[src/rtl/cpu_controller_pkg.sv]
// Shared types and constants for the MOV/ALU controller: FSM states, instruction
// classes, decoded fields, the datapath control bundle and its Moore output map.
package cpu_pkg;
  localparam int WIDTH = 16;

  typedef enum logic [2:0] {
    S_WAIT, S_DECODE, S_WR_IMM, S_GET_A, S_GET_B, S_ALU, S_WR_REG
  } state_t;

  typedef enum logic [2:0] {
    C_MOV_IMM, C_MOV_REG, C_ADD, C_CMP, C_AND, C_MVN, C_ILL
  } iclass_t;

  localparam logic [2:0] OPC_MOV    = 3'b110;
  localparam logic [2:0] OPC_ALU    = 3'b101;
  localparam logic [1:0] OP_MOV_IMM = 2'b10;
  localparam logic [1:0] OP_MOV_REG = 2'b00;
  localparam logic [1:0] OP_ADD     = 2'b00;
  localparam logic [1:0] OP_CMP     = 2'b01;
  localparam logic [1:0] OP_AND     = 2'b10;
  localparam logic [1:0] OP_MVN     = 2'b11;
  localparam logic [1:0] VSEL_C     = 2'b00;
  localparam logic [1:0] VSEL_IMM8  = 2'b10;

  typedef struct packed {
    iclass_t    cls;
    logic [1:0] op;
    logic [2:0] rn;
    logic [2:0] rd;
    logic [1:0] sh;
    logic [2:0] rm;
  } dec_t;

  typedef struct packed {
    logic [2:0] readnum;
    logic [2:0] writenum;
    logic       write;
    logic       loada;
    logic       loadb;
    logic       loadc;
    logic       loads;
    logic       asel;
    logic       bsel;
    logic [1:0] vsel;
    logic [1:0] shift;
    logic [1:0] aluop;
  } ctl_t;

  localparam ctl_t CTL_IDLE = '0;

  // Datapath controls to present while sitting in state st.
  function automatic ctl_t moore_ctl(state_t st, dec_t d);
    ctl_t c;
    c = CTL_IDLE;
    case (st)
      S_GET_A: begin c.readnum = d.rn; c.loada = 1'b1; end
      S_GET_B: begin c.readnum = d.rm; c.loadb = 1'b1; end
      S_ALU: begin
        c.shift = d.sh;
        c.bsel  = 1'b0;
        if (d.cls == C_MOV_REG) begin
          c.asel  = 1'b1;
          c.aluop = 2'b00;
          c.loadc = 1'b1;
        end else begin
          c.asel  = 1'b0;
          c.aluop = d.op;
          if (d.cls == C_CMP) c.loads = 1'b1;
          else                c.loadc = 1'b1;
        end
      end
      S_WR_IMM: begin c.writenum = d.rn; c.vsel = VSEL_IMM8; c.write = 1'b1; end
      S_WR_REG: begin c.writenum = d.rd; c.vsel = VSEL_C;    c.write = 1'b1; end
      default: ;
    endcase
    return c;
  endfunction
endpackage

[src/rtl/cpu_controller_if.sv]
// Bundle between CPU wrapper/datapath (master) and the controller (slave).
interface cpu_ctrl_if;
  logic [cpu_pkg::WIDTH-1:0] in;
  logic                      load;
  logic                      s;
  logic                      w;
  logic                      ill;
  logic [2:0]                readnum;
  logic [2:0]                writenum;
  logic                      write;
  logic                      loada;
  logic                      loadb;
  logic                      loadc;
  logic                      loads;
  logic                      asel;
  logic                      bsel;
  logic [1:0]                vsel;
  logic [1:0]                shift;
  logic [1:0]                ALUop;
  logic [cpu_pkg::WIDTH-1:0] sximm8;
  logic [cpu_pkg::WIDTH-1:0] sximm5;

  modport slave (
    input  in, load, s,
    output w, ill, readnum, writenum, write, loada, loadb, loadc, loads,
           asel, bsel, vsel, shift, ALUop, sximm8, sximm5
  );

  modport master (
    output in, load, s,
    input  w, ill, readnum, writenum, write, loada, loadb, loadc, loads,
           asel, bsel, vsel, shift, ALUop, sximm8, sximm5
  );
endinterface

[src/rtl/cpu_controller_instr_decoder.sv]
// Combinational split of the instruction register into fields, instruction
// class and sign-extended immediates.
module instr_decoder
  import cpu_pkg::*;
(
  input  logic [WIDTH-1:0] ir_i,
  output dec_t             dec_o,
  output logic [WIDTH-1:0] sximm8_o,
  output logic [WIDTH-1:0] sximm5_o
);
  logic [2:0] opcode;
  logic [1:0] op;

  assign opcode = ir_i[15:13];
  assign op     = ir_i[12:11];

  always_comb begin
    dec_o.op  = op;
    dec_o.rn  = ir_i[10:8];
    dec_o.rd  = ir_i[7:5];
    dec_o.sh  = ir_i[4:3];
    dec_o.rm  = ir_i[2:0];
    dec_o.cls = C_ILL;
    if (opcode == OPC_MOV) begin
      if (op == OP_MOV_IMM)      dec_o.cls = C_MOV_IMM;
      else if (op == OP_MOV_REG) dec_o.cls = C_MOV_REG;
    end else if (opcode == OPC_ALU) begin
      case (op)
        OP_ADD:  dec_o.cls = C_ADD;
        OP_CMP:  dec_o.cls = C_CMP;
        OP_AND:  dec_o.cls = C_AND;
        default: dec_o.cls = C_MVN;
      endcase
    end
  end

  assign sximm8_o = {{(WIDTH-8){ir_i[7]}}, ir_i[7:0]};
  assign sximm5_o = {{(WIDTH-5){ir_i[4]}}, ir_i[4:0]};
endmodule

[src/rtl/cpu_controller.sv]
// Instruction register plus Moore sequencer for the MOV/ALU subset; control
// outputs are registered for the state being entered so they change only on clk.
module cpu_controller
  import cpu_pkg::*;
(
  input logic       clk,
  input logic       reset_n,
  cpu_ctrl_if.slave bus
);
  logic [WIDTH-1:0] ir_q;
  state_t           state_q;
  logic             ill_q;
  logic             w_q;
  ctl_t             ctl_q;
  dec_t             dec;
  logic [WIDTH-1:0] sximm8;
  logic [WIDTH-1:0] sximm5;

  instr_decoder u_dec (
    .ir_i     (ir_q),
    .dec_o    (dec),
    .sximm8_o (sximm8),
    .sximm5_o (sximm5)
  );

  always_ff @(posedge clk or negedge reset_n) begin
    if (!reset_n) begin
      state_q <= S_WAIT;
      ir_q    <= '0;
      ill_q   <= 1'b0;
      w_q     <= 1'b1;
      ctl_q   <= CTL_IDLE;
    end else begin
      ctl_q <= CTL_IDLE;
      case (state_q)
        S_WAIT: begin
          if (bus.load) ir_q <= bus.in;
          if (bus.s) begin
            state_q <= S_DECODE;
            w_q     <= 1'b0;
          end
        end
        S_DECODE: begin
          case (dec.cls)
            C_MOV_IMM: begin
              state_q <= S_WR_IMM;
              ctl_q   <= moore_ctl(S_WR_IMM, dec);
            end
            C_ADD, C_CMP, C_AND: begin
              state_q <= S_GET_A;
              ctl_q   <= moore_ctl(S_GET_A, dec);
            end
            C_MOV_REG, C_MVN: begin
              state_q <= S_GET_B;
              ctl_q   <= moore_ctl(S_GET_B, dec);
            end
            default: begin
              state_q <= S_WAIT;
              ill_q   <= 1'b1;
              w_q     <= 1'b1;
            end
          endcase
        end
        S_GET_A: begin
          state_q <= S_GET_B;
          ctl_q   <= moore_ctl(S_GET_B, dec);
        end
        S_GET_B: begin
          state_q <= S_ALU;
          ctl_q   <= moore_ctl(S_ALU, dec);
        end
        S_ALU: begin
          // CMP only updates status, so it has no writeback state.
          if (dec.cls == C_CMP) begin
            state_q <= S_WAIT;
            w_q     <= 1'b1;
          end else begin
            state_q <= S_WR_REG;
            ctl_q   <= moore_ctl(S_WR_REG, dec);
          end
        end
        default: begin
          state_q <= S_WAIT;
          w_q     <= 1'b1;
        end
      endcase
    end
  end

  assign bus.w        = w_q;
  assign bus.ill      = ill_q;
  assign bus.readnum  = ctl_q.readnum;
  assign bus.writenum = ctl_q.writenum;
  assign bus.write    = ctl_q.write;
  assign bus.loada    = ctl_q.loada;
  assign bus.loadb    = ctl_q.loadb;
  assign bus.loadc    = ctl_q.loadc;
  assign bus.loads    = ctl_q.loads;
  assign bus.asel     = ctl_q.asel;
  assign bus.bsel     = ctl_q.bsel;
  assign bus.vsel     = ctl_q.vsel;
  assign bus.shift    = ctl_q.shift;
  assign bus.ALUop    = ctl_q.aluop;
  assign bus.sximm8   = sximm8;
  assign bus.sximm5   = sximm5;
endmodule

[src/flat_wrapper.sv]
// flat-port wrapper written by rule: the top's interface ports become plain ports
module cpu_controller_flat import cpu_pkg::*;
  (clk, reset_n, bus_in, bus_load, bus_s, bus_w, bus_ill, bus_readnum, bus_writenum, bus_write, bus_loada, bus_loadb, bus_loadc, bus_loads, bus_asel, bus_bsel, bus_vsel, bus_shift, bus_ALUop, bus_sximm8, bus_sximm5);
  cpu_ctrl_if bus_i ();
  input logic clk;
  input logic reset_n;
  input wire logic [$bits(bus_i.in)-1:0] bus_in;
  input wire logic [$bits(bus_i.load)-1:0] bus_load;
  input wire logic [$bits(bus_i.s)-1:0] bus_s;
  output wire logic [$bits(bus_i.w)-1:0] bus_w;
  output wire logic [$bits(bus_i.ill)-1:0] bus_ill;
  output wire logic [$bits(bus_i.readnum)-1:0] bus_readnum;
  output wire logic [$bits(bus_i.writenum)-1:0] bus_writenum;
  output wire logic [$bits(bus_i.write)-1:0] bus_write;
  output wire logic [$bits(bus_i.loada)-1:0] bus_loada;
  output wire logic [$bits(bus_i.loadb)-1:0] bus_loadb;
  output wire logic [$bits(bus_i.loadc)-1:0] bus_loadc;
  output wire logic [$bits(bus_i.loads)-1:0] bus_loads;
  output wire logic [$bits(bus_i.asel)-1:0] bus_asel;
  output wire logic [$bits(bus_i.bsel)-1:0] bus_bsel;
  output wire logic [$bits(bus_i.vsel)-1:0] bus_vsel;
  output wire logic [$bits(bus_i.shift)-1:0] bus_shift;
  output wire logic [$bits(bus_i.ALUop)-1:0] bus_ALUop;
  output wire logic [$bits(bus_i.sximm8)-1:0] bus_sximm8;
  output wire logic [$bits(bus_i.sximm5)-1:0] bus_sximm5;
  assign bus_i.in = bus_in;
  assign bus_i.load = bus_load;
  assign bus_i.s = bus_s;
  assign bus_w = bus_i.w;
  assign bus_ill = bus_i.ill;
  assign bus_readnum = bus_i.readnum;
  assign bus_writenum = bus_i.writenum;
  assign bus_write = bus_i.write;
  assign bus_loada = bus_i.loada;
  assign bus_loadb = bus_i.loadb;
  assign bus_loadc = bus_i.loadc;
  assign bus_loads = bus_i.loads;
  assign bus_asel = bus_i.asel;
  assign bus_bsel = bus_i.bsel;
  assign bus_vsel = bus_i.vsel;
  assign bus_shift = bus_i.shift;
  assign bus_ALUop = bus_i.ALUop;
  assign bus_sximm8 = bus_i.sximm8;
  assign bus_sximm5 = bus_i.sximm5;
  cpu_controller u_core (.clk(clk), .reset_n(reset_n), .bus(bus_i));
endmodule
[config.mk]
export PLATFORM = sky130hd
export DESIGN_NAME = cpu_controller_flat
export DESIGN_NICKNAME = d
export VERILOG_FILES = /design/src/rtl/cpu_controller_pkg.sv /design/src/rtl/cpu_controller_if.sv /design/src/rtl/cpu_controller_instr_decoder.sv /design/src/rtl/cpu_controller.sv /design/src/flat_wrapper.sv
export SDC_FILE = /design/constraint.sdc
export NUM_CORES = 1
export LEC_CHECK = 0
export CAP_MARGIN = 20
export CORE_MARGIN = 2
export CORE_UTILIZATION = 40
export CTS_BUF_LIST = sky130_fd_sc_hd__clkbuf_4 sky130_fd_sc_hd__clkbuf_8 sky130_fd_sc_hd__clkbuf_16
export DETAILED_ROUTE_END_ITERATION = 10
export PLACE_DENSITY = 0.72
export SLEW_MARGIN = 20
export SYNTH_ARGS = -nofsm -noshare
export SYNTH_HDL_FRONTEND = slang
export SYNTH_HIERARCHICAL = 1
export SYNTH_SLANG_ARGS = --single-unit
[constraint.sdc]
create_clock -name clk -period 2.1 [get_ports clk]
set_clock_uncertainty 0.05 [all_clocks]
set_input_delay 0.42 -clock clk [delete_from_list [all_inputs] [get_ports clk]]
set_output_delay 0.42 -clock clk [all_outputs]
set_load 0.01 [all_outputs]
Yosys cells after proc, flatten, opt, wreduce, memory -nomap -nowiden. Cells that the tools add are included.

Logic and storage cells: 66. Output and inout port bits: 53. Input port bits: 20. Bits in registers: 40.

Reduce and logical (&&, ||, !) cells: 10. Muxes and demuxes: 22. Equal/unequal tests: 16. Bitwise operators: 2.

Operator list (number): $pmux W19 S4 (1); $pmux W19 S3 (1); $eq A3 B3 Y1 const B (6); $mux W3 (6); $pmux W3 S3 (2); $mux W16 (1); $pmux W3 S5 (1); $eq A3 B2 Y1 const B (3); $mux W1 (8); $eq A3 B1 Y1 const B (2); $logic_not A3 Y1 (2); $reduce_or A6 Y1 (1); $ne A2 B2 Y1 const B (2); $pmux W1 S4 (1); $reduce_and A2 Y1 (2); $reduce_and A4 Y1 (1); $reduce_or A2 Y1 (2); $reduce_or A3 Y1 (1); $eq A2 B1 Y1 const B (1); $eq A2 B2 Y1 const B (1); $logic_not A2 Y1 (1); $mux W2 (1); $ne A2 B1 Y1 const B (1); $not A1 Y1 (2).

Longest topological paths before layout. Gate-level depths: netlist (run 1).

Word-level depth: 8. Mapped depth: 7. Mapped depth without buffers: 6.

By module. The synthesis (run 1) kept the hierarchy.

By module, submodules not included: cpu_controller (cells an instance 112, seq. area each 952.2 sq um, area each 1601.5 sq um, times used 1); instr_decoder (cells an instance 53, seq. area each 0.0 sq um, area each 400.4 sq um, times used 1).

Worst setup path after synthesis (run 1). No wires, ideal clock.

Path kind: reg-to-reg. Start: reg u_core.ir_q[14]. End: reg u_core.w_q (netlist: u_core/bus.w). Buffers on the path: 0. Arrival time: 1.903 ns. Slack: 0.067 ns. Data required time: 1.970 ns. Library setup time: 0.080 ns. Clock period less this slack: 2.033 ns. Cell stages (with the launch flop): 7. Path through: dfrtp_1 -> nor3b_2 -> o21ai_0 -> or3b_1 -> a21oi_2 -> o21ai_0 -> o2bb2ai_1.

RTL lines: start, declared (RTL line cpu_controller.sv:10) `logic [WIDTH-1:0] ir_q;`; start signal, assigned (RTL line cpu_controller.sv:37) `if (bus.load) ir_q <= bus.in;`; end signal, assigned (RTL line cpu_controller.sv:31) `w_q <= 1'b1;`; end signal, assigned (RTL line cpu_controller.sv:40) `w_q <= 1'b0;`; end signal, assigned (RTL line cpu_controller.sv:60) `w_q <= 1'b1;`; end, declared (RTL line cpu_controller.sv:13) `logic w_q;`.

==> impl_metrics.csv, run 1 <==
group,metric,value,unit
run_status,status,"finished clean",
global_route,grt_start_max_net_pins,39,
final_layout,design_area,2510,sq um
synth,syn_area,2000,sq um
floorplan,fp.dieW,74.7,um
global_route,grtUsageTotal,13.1,%
cts,cts_tree,"yes",
setup_path,critPathKind,"flop to flop",
floorplan,num_rows,25,
global_route,antenna_found_initial,0,
hold_path,hold_path_class,"input pin to asynchronous set/reset pin",
placement,gp_congestion,0.789,
floorplan,core,4790,sq um
pwr,ir_drop,738,uV
final_layout,finalNonFillerCells,261,
floorplan,die_h,74.7,um
global_route,grt_pass1_wl,5490,um
cts,numCtsBuffers,5,
setup_path,cp.required,2.22,ns
global_route,grt_pass1_vias,1070,
setup_path,arrival,2.08,ns
sta,fin_hold_ws,0.0389,ns
routing,wirelength,3490,um
final_layout,n_antenna_cell,0,
sta,hold_viol,0,
floorplan,dieArea,5590,sq um
flow_run,maxCapViolCount,0,
setup_path,path_max_fanout,5,
synth,netlist_instances,165,
final_layout,layout.nets,214,
placement,io_buffers,70,
routing,via_count,1153,
sta,setup_viol,0,
routing,drcViolationCount,0,
sta,final.setup.tns,0,ns
sta,max_freq,0.511,GHz
placement,dp_hpwl,2510,um
cts,ctsLongestPathBuffers,2,
sta,fin_crit_sh,93.3,%
floorplan,initial_utilization,41.8,%
setup_path,reg2reg_setup_slack,0.14,ns
routing,drt_iter0_drc,82,
sta,layout_min_cycle_time,1.96,ns
synth,syn_avg_cell_area,12.1,sq um
cts,cts.sinks,38,
placement,numPlacedInstances,254,
setup_path,crit_path_end_kind,"flop",
routing,post_drt_via_cell_ratio,4.42,
placement,placed_cell_area,2430,sq um
pwr,leakage,1.08,nW
setup_path,cp-start-kind,"flop",
floorplan,io_pins,73,
cts,cts.clk_slew.worst_paths,0.07,ns
synth,ys_warn_count,6,
final_layout,drive_gt1_share,21.6,%
synth,ys_types,39,
routing,routedWlPerCell,13.4,um
routing,ant_nets,0,
pwr,p_per_area,1450,nW/um^2
synth,synth-seq-cells,38,
cts,cts_max_level,2,
routing,drt-pass1-iter-count,4,
synth,synth-seq-area-share,47.6,%
sta,rsz0062_at_grt,"false",
sta,drv_slew,0,
final_layout,num-fill-cells,421,
cts,cts_root_buf,"clkbuf_8",
cts,clk-insertion-delay-late,0.28,ns
final_layout,syn_to_final_growth,25.6,%
global_route,grt-ovfl-total,0,
==> placed cells by master (no fill, tap or decap), drive strengths merged <==
cell	instances
or3b	2
nor3	1
nor4b	1
a21oi	4
dfstp	1
and3	1
or2	1
conb	2
nand2b	2
buf	5
a22o	6
o21ai	4
clkinv	2
nor2b	1
and3b	1
mux2i	1
o2bb2ai	1
and4b	2
a31o	1
dfrtp	37
clkbuf	5
inv	2
clkdlybuf4s50	69
nand2	3
nor3b	4
and2	5
nor2	8
a2bb2oi	1
a41o	1
or3	1
a211oi	1
mux2	17
nand4b	1
==> routing by layer <==
layer / wire length (um) / share of wire (%) / vias to the layer above / GRT usage [%]
met4: 34 / 0.98 / 0 / 4.17
met3: 190 / 5.5 / 4 / 4.42
met2: 1640 / 47 / 32 / 19.7
met1: 1620 / 46 / 553 / 18.2
met5: 0 / 0 / - / 0
li1: - / - / 564 / -
==> final cells by class <==
cell class,instances,area (sq um),share of cell area (%)
timing repair buffer,74,751,29.9
tap,67,83.8,3.33
clock buffer,5,68.8,2.74
inverter,2,7.51,0.299
clock inverter,2,10.0,0.398
multi-input combinational,73,641,25.5
sequential,38,952,37.9
==> worst max-delay path, cell delays in order (launching register included) <==
cell and delay (ns):
dfrtp_1 0.41, nor3b_2 0.18, o21ai_0 0.41, buf_4 0.24, mux2i_1 0.22, nor2_2 0.10, a22o_1 0.23
==> timing repair <==
item                       in CTS  in global routing
hold buffers                    0                  0
gates resized for setup         0                  1
setup endpoints to repair       0                  1
buffers inserted                0                  0
==> state kept, by name, summed over array words and instances, names as in the netlist <==
register	count
u_core/bus.loadb	1
u_core/bus.ill	1
u_core/bus.ALUop	2
u_core/bus.shift	2
u_core/bus.writenum	3
u_core/bus.loadc	1
u_core/bus.w	1
u_core/bus.readnum	3
u_core/bus.write	1
u_core/bus.loads	1
u_core/bus.vsel	1
u_core/ir_q	16
u_core/bus.loada	1
u_core/bus.asel	1
u_core/state_q	3
==> where the power goes <==
part / internal, W / total [W] / switching [W]
Sequential: 0.00100 / 0.00131 / 0.000305
Combinational: 0.00118 / 0.00189 / 0.000711
Clock: 0.000222 / 0.000458 / 0.000235
==> path summary, 6_finish.rpt <==
| path | depth (start not counted) | from | to |
|---|---|---|---|
| worst max-delay path | 6 | u_core/ir_q[14] | u_core/bus.readnum[2] |
| worst min-delay path | 2 | reset_n | u_core/bus.readnum[0] |
| min in group clk | 1 | u_core/bus.ill | u_core/bus.ill |
| worst min register to register | 1 | u_core/bus.ill | u_core/bus.ill |
| max in group asynchronous | 2 | reset_n | u_core/bus.w |
| worst max register to register | 6 | u_core/ir_q[14] | u_core/bus.readnum[2] |
==> per-stage QoR <==
stage	worst slack (ns)	total power, W	util (%)
after floorplan	0.0672	0.00286	-
after global placement	0.217	0.00319	50.8
after detailed placement	0.145	0.00322	50.8
after CTS	0.120	0.00368	52.4
after global routing	0.0310	0.00389	52.5
final	0.142	0.00366	52.5
==> cell usage after synthesis <==
| cell type | instances | share of area [%] |
|---|---|---|
| and3_2 | 1 | 0.38 |
| a2bb2oi_1 | 1 | 0.44 |
| a41o_1 | 1 | 0.50 |
| inv_1 | 2 | 0.38 |
| buf_6 | 2 | 1.1 |
| and3b_2 | 1 | 0.50 |
| nor3b_2 | 1 | 0.62 |
| nand4b_1 | 1 | 0.44 |
| and2_1 | 5 | 1.6 |
| nor2_1 | 7 | 1.3 |
| nand2b_1 | 2 | 0.62 |
| or3b_1 | 2 | 0.88 |
| buf_4 | 47 | 18 |
| and4b_1 | 1 | 0.50 |
| a22o_1 | 3 | 1.3 |
| o2bb2ai_1 | 1 | 0.44 |
| a21oi_1 | 3 | 0.75 |
| nor2b_2 | 1 | 0.44 |
| nor3b_1 | 3 | 1.1 |
| nor4b_4 | 1 | 1.2 |
| mux2i_1 | 1 | 0.50 |
| a211oi_1 | 1 | 0.38 |
| buf_2 | 3 | 0.75 |
| a31o_1 | 1 | 0.44 |
| and4b_4 | 1 | 0.69 |
| nor2_2 | 1 | 0.31 |
| dfrtp_1 | 37 | 46 |
| nor3_2 | 1 | 0.50 |
| mux2_2 | 7 | 3.9 |
| buf_12 | 1 | 1.0 |
| nand2_1 | 3 | 0.56 |
| a21oi_2 | 1 | 0.44 |
| o21ai_0 | 4 | 1.0 |
| a22o_2 | 3 | 1.5 |
| mux2_4 | 10 | 7.5 |
| dfstp_2 | 1 | 1.3 |
| or2_1 | 1 | 0.31 |
| or3_1 | 1 | 0.31 |
| conb_1 | 1 | 0.19 |
==> logic make-up (layout without fill, tap and decap cells) <==
group / count (synthesis) / after routing / synth area share (%)
buf+inv: 55 / 83 / 20.9
flops: 38 / 38 / 47.6
simple gates: 34 / 34 / 12.3
compound gates: 19 / 19 / 7.19
mux: 18 / 18 / 11.9
other cells: 1 / 2 / 0.187
(Power assumes the default switching activity.)
==> run 2: changes to the inputs <==
==> constraint.sdc (replaced) <==
create_clock -name clk -period 2.1 [get_ports clk]
set_clock_uncertainty 0.05 [all_clocks]
set_input_delay 0.42 -clock clk [delete_from_list [all_inputs] [get_ports clk]]
set_output_delay 0.42 -clock clk [all_outputs]
set_load 0.1 [all_outputs]
==> impl_metrics.csv, run 2 (same netlist as run 1, synthesis figures left out) <==
group,metric,value,unit
run_status,status,"finished clean",
routing,wirelength,3600,um
placement,placed_cell_area,2610,sq um
setup_path,critPathTopFamily,"simple AND/OR/NAND/NOR gates",
flow_run,maxCapViolCount,0,
placement,numPlacedInstances,257,
floorplan,num_rows,25,
final_layout,largest_reg_flops,16,
final_layout,finalNonFillerCells,265,
routing,drt-pass1-iter-count,4,
placement,io_buffers,70,
sta,layout_min_cycle_time,1.96,ns
global_route,grtUsageTotal,13.7,%
final_layout,regArea,952,sq um
sta,hold_viol,0,
final_layout,most-common-layout-cells,"37 x dfrtp_1, 33 x buf_4, 25 x buf_12",
setup_path,path_max_fanout,5,
floorplan,die_h,74.7,um
setup_path,cpPeakStageDelay,0.42,ns
final_layout,n_antenna_cell,0,
final_layout,syn_to_final_growth,35.3,%
routing,routedWlPerCell,13.6,um
setup_path,arrival,2.08,ns
setup_path,cp_slowest_cell,"dfrtp_1",
setup_path,critPathBufInv,0,
floorplan,fp.dieW,74.7,um
cts,cts_root_buf,"clkbuf_8",
setup_path,crit_start,"u_core/ir_q[13]",
sta,max_freq,0.510,GHz
sta,fin_crit_sh,93.3,%
cts,cts.sinks,38,
placement,gp_congestion,0.852,
setup_path,critPathKind,"flop to flop",
cts,cts.hold.buffers_added,0,
sta,worst_pin_slew,0.490,ns
final_layout,multiInputGateArea,636,sq um
routing,drcViolationCount,0,
setup_path,cp-start-kind,"flop",
routing,via_count,1186,
sta,rsz0062_at_grt,"true",
hold_path,hold_path_class,"input pin to asynchronous set/reset pin",
final_layout,num-fill-cells,400,
global_route,antenna_found_initial,0,
global_route,grt_start_max_net_pins,21,
cts,numCtsBuffers,5,
floorplan,core,4790,sq um
floorplan,initial_utilization,41.8,%
global_route,grt_pass1_vias,1142,
cts,cts_setup_buffers,0,
global_route,grt_pass1_wl,5690,um
sta,relSlewSlack,67.0,%
cts,cts.clk_slew.worst_paths,0.07,ns
final_layout,largest-register,"u_core/ir_q",
cts,clk-insertion-delay-late,0.29,ns
setup_path,r2r-start,"u_core/ir_q[13]",
routing,drt_iter0_drc,28,
sta,setup_viol,0,
final_layout,drive_gt1_share,49.0,%
global_route,grt-ovfl-total,0,
cts,cts_tree,"yes",
floorplan,io_pins,73,
setup_path,path_cells,"nor3b_2, a31o_1, nor2b_2, nand2_1, and4b_4, or3_1",
floorplan,dieArea,5590,sq um
setup_path,reg2reg_setup_slack,0.14,ns
placement,dp_hpwl,2750,um
setup_path,reg2regPathDepth,6,
setup_path,cp.required,2.22,ns
final_layout,layout.nets,217,
cts,ctsLongestPathBuffers,2,
final_layout,final_common_cell,"dfrtp_1",
setup_path,r2r-end,"u_core/state_q[2]",
cts,cts_max_level,2,
setup_path,crit_path_end_kind,"flop",
routing,ant_nets,0,
cts,cts_resized,0,
sta,drv_slew,0,
final_layout,design_area,2710,sq um
routing,post_drt_via_cell_ratio,4.48,
==> run 2: cell count changes in the layout (fill, tap and decap cells not counted) <==
cell,previous run,this run
buf_12,2,25
clkinvlp_4,0,1
nor2b_2,0,1
buf_4,2,33
clkbuf_8,5,6
clkdlybuf4s50_1,69,18
nor2b_4,1,0
clkinv_2,2,1
==> run 2: per-stage QoR <==
step	TNS (ns)	setup WS (ns)	hold slack [ns]	util, %
6_report	0	0.141	0.0285	56.6
3_5_place_dp	0	0.149	0.358	54.6
2_1_floorplan	0	0.0667	0.0744	-
5_1_grt	-0.0152	-0.0148	0.0590	56.6
3_3_place_gp	0	0.227	0.360	54.6
4_1_cts	0	0.132	0.0438	56.6
==> run 2: worst max path at each step <==
stage / endpoint / slack [ns] / cells past startpoint
2_1_floorplan: u_core/bus.w / 0.07 / 6
3_3_place_gp: u_core/state_q[2] / 0.23 / 6
3_5_place_dp: u_core/state_q[2] / 0.15 / 6
4_1_cts: u_core/state_q[2] / 0.13 / 6
5_1_grt: u_core/state_q[2] / -0.01 / 6
6_report: u_core/state_q[2] / 0.14 / 6
==> run 2: cell type report <==
cell class                 instances  share of cell area (%)
sequential                        38                    35.2
multi-input combinational         73                    23.5
clock inverter                     2                   0.462
inverter                           2                   0.277
timing repair buffer              77                    34.5
tap                               67                    3.10
clock buffer                       6                    3.05
==> run 2: routing by layer <==
layer / up-vias / wire length, um / GRT usage (%)
li1: 576 / - / -
met1: 576 / 1540 / 18.1
met2: 29 / 1850 / 21.8
met3: 5 / 146 / 3.08
met4: 0 / 56 / 5.95
met5: - / 0 / 0
Power of run 2 is left out: the tool's default activity adds up to more than one toggle a clock period on the data nets, which glitch-free logic cannot reach.
==> run 3: changes to the inputs <==
--- a/config.mk
+++ b/config.mk
@@ -10,6 +10,7 @@
 export CORE_UTILIZATION = 40
 export CTS_BUF_LIST = sky130_fd_sc_hd__clkbuf_4 sky130_fd_sc_hd__clkbuf_8 sky130_fd_sc_hd__clkbuf_16
 export DETAILED_ROUTE_END_ITERATION = 10
+export GPL_ROUTABILITY_DRIVEN = 1
 export PLACE_DENSITY = 0.72
 export SLEW_MARGIN = 20
 export SYNTH_ARGS = -nofsm -noshare
==> results of run 3 <==
No change in the layout: final DEF, timing and power equal those of run 2.
Power of run 3 is left out for the same reason.
